[config.mk]
export PLATFORM = sky130hd
export DESIGN_NAME = rv_mem_port
export DESIGN_NICKNAME = d
export VERILOG_FILES = /design/src/rtl/rv_mem_pkg.sv /design/src/rtl/rv_load_align.sv /design/src/rtl/rv_mem_port.sv
export SDC_FILE = /design/constraint.sdc
export NUM_CORES = 1
export LEC_CHECK = 0
export BUFFER_PORTS_ARGS = -buffer_cell sky130_fd_sc_hd__buf_2
export CELL_PAD_IN_SITES_DETAIL_PLACEMENT = 1
export CELL_PAD_IN_SITES_GLOBAL_PLACEMENT = 1
export CORE_MARGIN = 3
export CORE_UTILIZATION = 41
export CTS_BUF_LIST = sky130_fd_sc_hd__clkbuf_8
export DETAILED_ROUTE_END_ITERATION = 12
export GPL_ROUTABILITY_DRIVEN = 0
export HOLD_SLACK_MARGIN = 0.05
export PLACE_DENSITY_LB_ADDON = 0.1
export SLEW_MARGIN = 20
export SYNTH_ARGS = -nofsm -noshare
export SYNTH_HDL_FRONTEND = slang
export SYNTH_SLANG_ARGS = --single-unit
[constraint.sdc]
create_clock -name clk -period 4.5 [get_ports clk]
set_input_delay 0.225 -clock clk [delete_from_list [all_inputs] [get_ports clk]]
set_output_delay 0.225 -clock clk [all_outputs]
set_load 0.05 [all_outputs]
[src/rtl/rv_mem_pkg.sv]
// Shared encodings and helpers for the RV32 memory-port controller.
// Size codes, FSM states, byte-enable generation and store-lane replication.
package rv_mem_pkg;

    localparam logic [1:0] SZ_B = 2'd0;
    localparam logic [1:0] SZ_H = 2'd1;
    localparam logic [1:0] SZ_W = 2'd2;

    typedef enum logic [2:0] {
        ST_IDLE,
        ST_REQ,
        ST_RDWAIT,
        ST_DONE,
        ST_ERR
    } state_t;

    function automatic logic [3:0] gen_be(input logic [1:0] size, input logic [1:0] offset);
        case (size)
            SZ_B:    return 4'b0001 << offset;
            SZ_H:    return 4'b0011 << offset;
            default: return 4'b1111;
        endcase
    endfunction

    // Size code 3 is reserved, so it is rejected the same way as a misaligned access.
    function automatic logic is_misaligned(input logic [1:0] size, input logic [1:0] offset);
        case (size)
            SZ_B:    return 1'b0;
            SZ_H:    return offset[0];
            SZ_W:    return offset != 2'b00;
            default: return 1'b1;
        endcase
    endfunction

    function automatic logic [31:0] replicate_store(input logic [1:0] size, input logic [31:0] data);
        case (size)
            SZ_B:    return {4{data[7:0]}};
            SZ_H:    return {2{data[15:0]}};
            default: return data;
        endcase
    endfunction

endpackage

[src/rtl/rv_load_align.sv]
// Load-lane alignment: shifts the addressed byte/half down to bit 0,
// then sign- or zero-extends it according to the access size.
module rv_load_align
    import rv_mem_pkg::*;
(
    input  logic [31:0] rdata,
    input  logic [1:0]  offset,
    input  logic [1:0]  size,
    input  logic        is_unsigned,
    output logic [31:0] result
);

    logic [31:0] shifted;
    logic        fill;

    assign shifted = rdata >> {offset, 3'b000};

    // NOTE: every output of a combinational block gets a default first, so no path infers a latch.
    always_comb begin
        result = shifted;
        fill   = 1'b0;
        case (size)
            SZ_B: begin
                fill   = ~is_unsigned & shifted[7];
                result = {{24{fill}}, shifted[7:0]};
            end
            SZ_H: begin
                fill   = ~is_unsigned & shifted[15];
                result = {{16{fill}}, shifted[15:0]};
            end
            default: result = shifted;
        endcase
    end

endmodule

[src/rtl/rv_mem_port.sv]
// Memory-port controller: req/gnt/rvalid handshake, byte strobes, load alignment and core stall.
// Optional bus watchdog enabled by defining RV_MEM_TIMEOUT_EN.
module rv_mem_port
    import rv_mem_pkg::*;
#(
    parameter int ADDR_W      = 32,
    parameter int DATA_W      = 32,
    parameter int TIMEOUT_CYC = 255
) (
    input  logic              clk,
    input  logic              reset,
    input  logic              core_req,
    input  logic              core_we,
    input  logic [1:0]        core_size,
    input  logic              core_unsigned,
    input  logic [ADDR_W-1:0] core_addr,
    input  logic [DATA_W-1:0] core_wdata,
    output logic [DATA_W-1:0] core_rdata,
    output logic              core_stall,
    output logic              core_done,
    output logic              core_err,
    output logic              mem_req,
    output logic              mem_we,
    output logic [3:0]        mem_be,
    output logic [ADDR_W-1:0] mem_addr,
    output logic [DATA_W-1:0] mem_wdata,
    input  logic              mem_gnt,
    input  logic              mem_rvalid,
    input  logic [DATA_W-1:0] mem_rdata
);

    state_t            state_q, state_d;
    logic [ADDR_W-1:0] addr_q;
    logic [1:0]        size_q;
    logic              we_q;
    logic              uns_q;
    logic [DATA_W-1:0] wdata_q;
    logic [DATA_W-1:0] rdata_q;
    logic [DATA_W-1:0] load_result;
    logic              capture;
    logic              wd_expired;

    rv_load_align u_align (
        .rdata       (mem_rdata),
        .offset      (addr_q[1:0]),
        .size        (size_q),
        .is_unsigned (uns_q),
        .result      (load_result)
    );

`ifdef RV_MEM_TIMEOUT_EN
    logic [15:0] wd_cnt_q;

    // IDLE always precedes REQ, so clearing while idle clears on entry to REQ.
    always_ff @(posedge clk or posedge reset) begin
        if (reset)
            wd_cnt_q <= '0;
        else if (state_q == ST_IDLE)
            wd_cnt_q <= '0;
        else if (state_q == ST_REQ || state_q == ST_RDWAIT)
            wd_cnt_q <= wd_cnt_q + 16'd1;
    end

    assign wd_expired = (state_q == ST_REQ || state_q == ST_RDWAIT) &&
                        (wd_cnt_q + 16'd1 == 16'(TIMEOUT_CYC));
`else
    assign wd_expired = 1'b0;
`endif

    // NOTE: sequential state uses non-blocking assignments so all registers update from pre-edge values.
    always_ff @(posedge clk or posedge reset) begin
        if (reset)
            state_q <= ST_IDLE;
        else
            state_q <= state_d;
    end

    always_ff @(posedge clk or posedge reset) begin
        if (reset) begin
            addr_q  <= '0;
            size_q  <= SZ_B;
            we_q    <= 1'b0;
            uns_q   <= 1'b0;
            wdata_q <= '0;
        end else if (state_q == ST_IDLE && core_req) begin
            addr_q  <= core_addr;
            size_q  <= core_size;
            we_q    <= core_we;
            uns_q   <= core_unsigned;
            wdata_q <= core_wdata;
        end
    end

    always_ff @(posedge clk or posedge reset) begin
        if (reset)
            rdata_q <= '0;
        else if (capture)
            rdata_q <= load_result;
    end

    always_comb begin
        state_d = state_q;
        capture = 1'b0;
        case (state_q)
            ST_IDLE: begin
                if (core_req)
                    state_d = is_misaligned(core_size, core_addr[1:0]) ? ST_ERR : ST_REQ;
            end
            ST_REQ: begin
                if (mem_gnt) begin
                    if (we_q) begin
                        state_d = ST_DONE;
                    end else if (mem_rvalid) begin
                        capture = 1'b1;
                        state_d = ST_DONE;
                    end else begin
                        state_d = ST_RDWAIT;
                    end
                end else if (wd_expired) begin
                    state_d = ST_ERR;
                end
            end
            ST_RDWAIT: begin
                if (mem_rvalid) begin
                    capture = 1'b1;
                    state_d = ST_DONE;
                end else if (wd_expired) begin
                    state_d = ST_ERR;
                end
            end
            default: state_d = ST_IDLE;
        endcase
    end

    // Bus outputs are gated by the REQ state so they fall with the async reset.
    assign mem_req   = (state_q == ST_REQ);
    assign mem_we    = mem_req & we_q;
    assign mem_be    = mem_req ? gen_be(size_q, addr_q[1:0]) : 4'b0000;
    assign mem_addr  = mem_req ? {addr_q[ADDR_W-1:2], 2'b00} : '0;
    assign mem_wdata = mem_req ? replicate_store(size_q, wdata_q) : '0;

    assign core_rdata = rdata_q;
    assign core_done  = (state_q == ST_DONE);
    assign core_err   = (state_q == ST_ERR);
    assign core_stall = (state_q == ST_REQ) || (state_q == ST_RDWAIT) ||
                        (state_q == ST_IDLE && core_req);

endmodule

==> results.tsv <==
metric	value	unit
post-detail-place hpwl	11800	um
most common cell after layout, fill and taps aside	buf_2	
sequential area share after synthesis	0.485	
Avg Vias per Cell	5.13	
HP Class	input pin to flip-flop	
status	finished, final reports clean	
DR vias	4731	
Slew Viols, Final	0	
min Tclk post-route	3510	ps
root buf cell	clkbuf_8	
Max-cap violations	0	
Core Region	12400	um^2
critical path class	flip-flop to primary output	
CTS tree	done	
Die W	120	um
Syn Std Cell Area	5320	um^2
layout cells sized above 1	0.408	
First DRT Iteration DRCs	257	
# nets final	853	
asr flop ratio synth	1.00	
#FFs+latches synth	103	
CTS H-tree lvls	3	
highest-count cells in the layout ignoring fill and taps	207 x buf_2, 102 x dfrtp_1, 69 x mux2_2	
Worst path slowest cell	clkinv_1	
number of enable flip-flop cells after synthesis	0	
Routed Antenna Nets	0	
Clk pin slew, worst setup/hold paths	110	ps
total CTS buffers	9	
R2R setup slack	2170	ps
Syn Area/Cell	10.4	um^2
Layout area overhead	33.6	%
Hold Path Cell Cnt	2	
top achievable clock speed	0.285	GHz
Cells after DPL	855	
Hold-fix buffers, CTS	45	
worst-skew pair later-pin latency	390	ps
drt pass-1 iters	4	
final non-filler cell total	922	
global-route wire length before repair	27800	um
Site Rows	40	
Worst Hold End	wdata_q[26]$_DFFE_PP0P_	
worst clock skew	16.1	ps
Worst path max stage delay	940	ps
setup TNS	0	ps
crit share post-route	0.779	
RSZ-0062 raised after global routing	no	
prevailing post-synth register cell	dfrtp_1	
Die ar.	14400	um^2
placed inst area	6390	um^2
worst vdd ir	0.000420	V
drc violations	0	
CP required	4280	ps
Die H	120	um
Worst-Margin Slew	1050	ps
hold path startpoint	core_wdata[26]	
critical path, cell by cell	or3b_2, clkinv_1, and2_1, buf_2	
Cells after Synth	509	
antenna violations before repair	1	
PnR Total Power	6.07	mW
R2R cell count	4	
Ports	210	
worst-case clock buffer depth	2	
leak pwr	3.52	nW
Arrival @ worst endpoint	3280	ps
synth warn	0	
post_cts resized	0	
Total Wirelength	17200	um
GRT Resource Usage Total	0.245	
DR WL/cell	18.7	um
Reg2Reg Launch Point	addr_q[1]$_DFFE_PP0P_	
grt ovf	0	
Hold Vio Cnt, Final	0	
cell area after layout	7110	um^2
CP startpoint kind	flip-flop	
port bufs	207	
RR Endpoint	core_rdata[31]$_DFFE_PP0P_	
Setup violations, final	0	
Post-CTS Setup Repair Bufs	0	
Starting Density	0.430	
Slew headroom	0.303	
cell area power density	854	nW/um^2
CP max FO	40	
Sink Count	103	
Setup crit end kind	primary output	
Synth cell types	36	
pin count of the biggest net entering global routing	62	
vias in the first global route	5295	
[cell type report]
cell class,count,area [um^2]
fill,1458,5250
sequential,103,2580
multi-input combinational,366,2510
timing repair buffer,263,1580
tap,168,210
clock buffer,9,124
clock inverter,7,83.8
inverter,5,21.3
antenna,1,2.50
[synth_stat cells, types with 6 or more instances]
cell type / n / share of area
mux2_1: 6 / 0.013
clkbuf_1: 12 / 0.0085
nand2_1: 47 / 0.033
o21ai_0: 19 / 0.018
mux2i_1: 32 / 0.060
a21oi_1: 38 / 0.036
buf_2: 12 / 0.011
nand3_1: 28 / 0.026
and2_1: 46 / 0.054
dfrtp_1: 103 / 0.48
buf_6: 9 / 0.019
mux2_2: 69 / 0.15
nor2_1: 51 / 0.036
[critical path: cells and delay by family (launching register included)]
kind	cells	cell delay, ps
flip-flops	1	590
buffers and inverters	2	1160
AND/OR/NAND/NOR	2	1110
[metal layers]
metal | track usage | vias to the layer above | part of all wire | wire length [um]
li1 | - | 2211 | - | -
met4 | 0.0659 | 0 | 0.013 | 231
met5 | 0 | - | 0 | 0
met2 | 0.425 | 150 | 0.52 | 8990
met3 | 0.0825 | 20 | 0.064 | 1110
met1 | 0.292 | 2350 | 0.40 | 6910
[through the flow]
stage	setup WS [ps]	hold WS, ps	utilization
global placement	1760	412	0.517
finish	995	77.5	0.575
floorplan	1570	342	-
global route	616	52.6	0.575
detailed placement	1530	423	0.517
CTS	1100	50.4	0.570
[sequential cells by signal (all words and copies together), names as in the netlist]
| signal | flops |
|---|---|
| addr_q | 32 |
| core_rdata | 32 |
| size_q | 2 |
| state_q | 3 |
| uns_q | 1 |
| wdata_q | 32 |
| we_q | 1 |
[power by group]
group,internal [mW],switching (mW)
Combinational,1.12,2.57
Sequential,1.37,0.387
Clock,0.269,0.358
Total,2.75,3.32
[worst max path at each step]
stage | end | cells after the start | from | slack (ps)
after CTS | mem_addr[3] | 4 | state_q[0]$_DFFE_PP0P_ | 1100
final | mem_addr[3] | 4 | state_q[1]$_DFFE_PP0P_ | 990
after global routing | mem_addr[3] | 4 | state_q[1]$_DFFE_PP0P_ | 620
after global placement | mem_wdata[5] | 4 | state_q[0]$_DFFE_PP0P_ | 1760
after detailed placement | mem_wdata[5] | 4 | state_q[0]$_DFFE_PP0P_ | 1530
after floorplan | addr_q[0]$_DFFE_PP0P_ | 1 | reset | 1570
[logic make-up after synthesis]
logic type | synth area share
AOI/OAI and AO/OA | 0.0732
buffers and inverters | 0.0459
DFF | 0.485
muxes | 0.223
other | 0.000705
and+or+nand+nor | 0.172
Note: power is estimated with default switching activity, not from simulation.
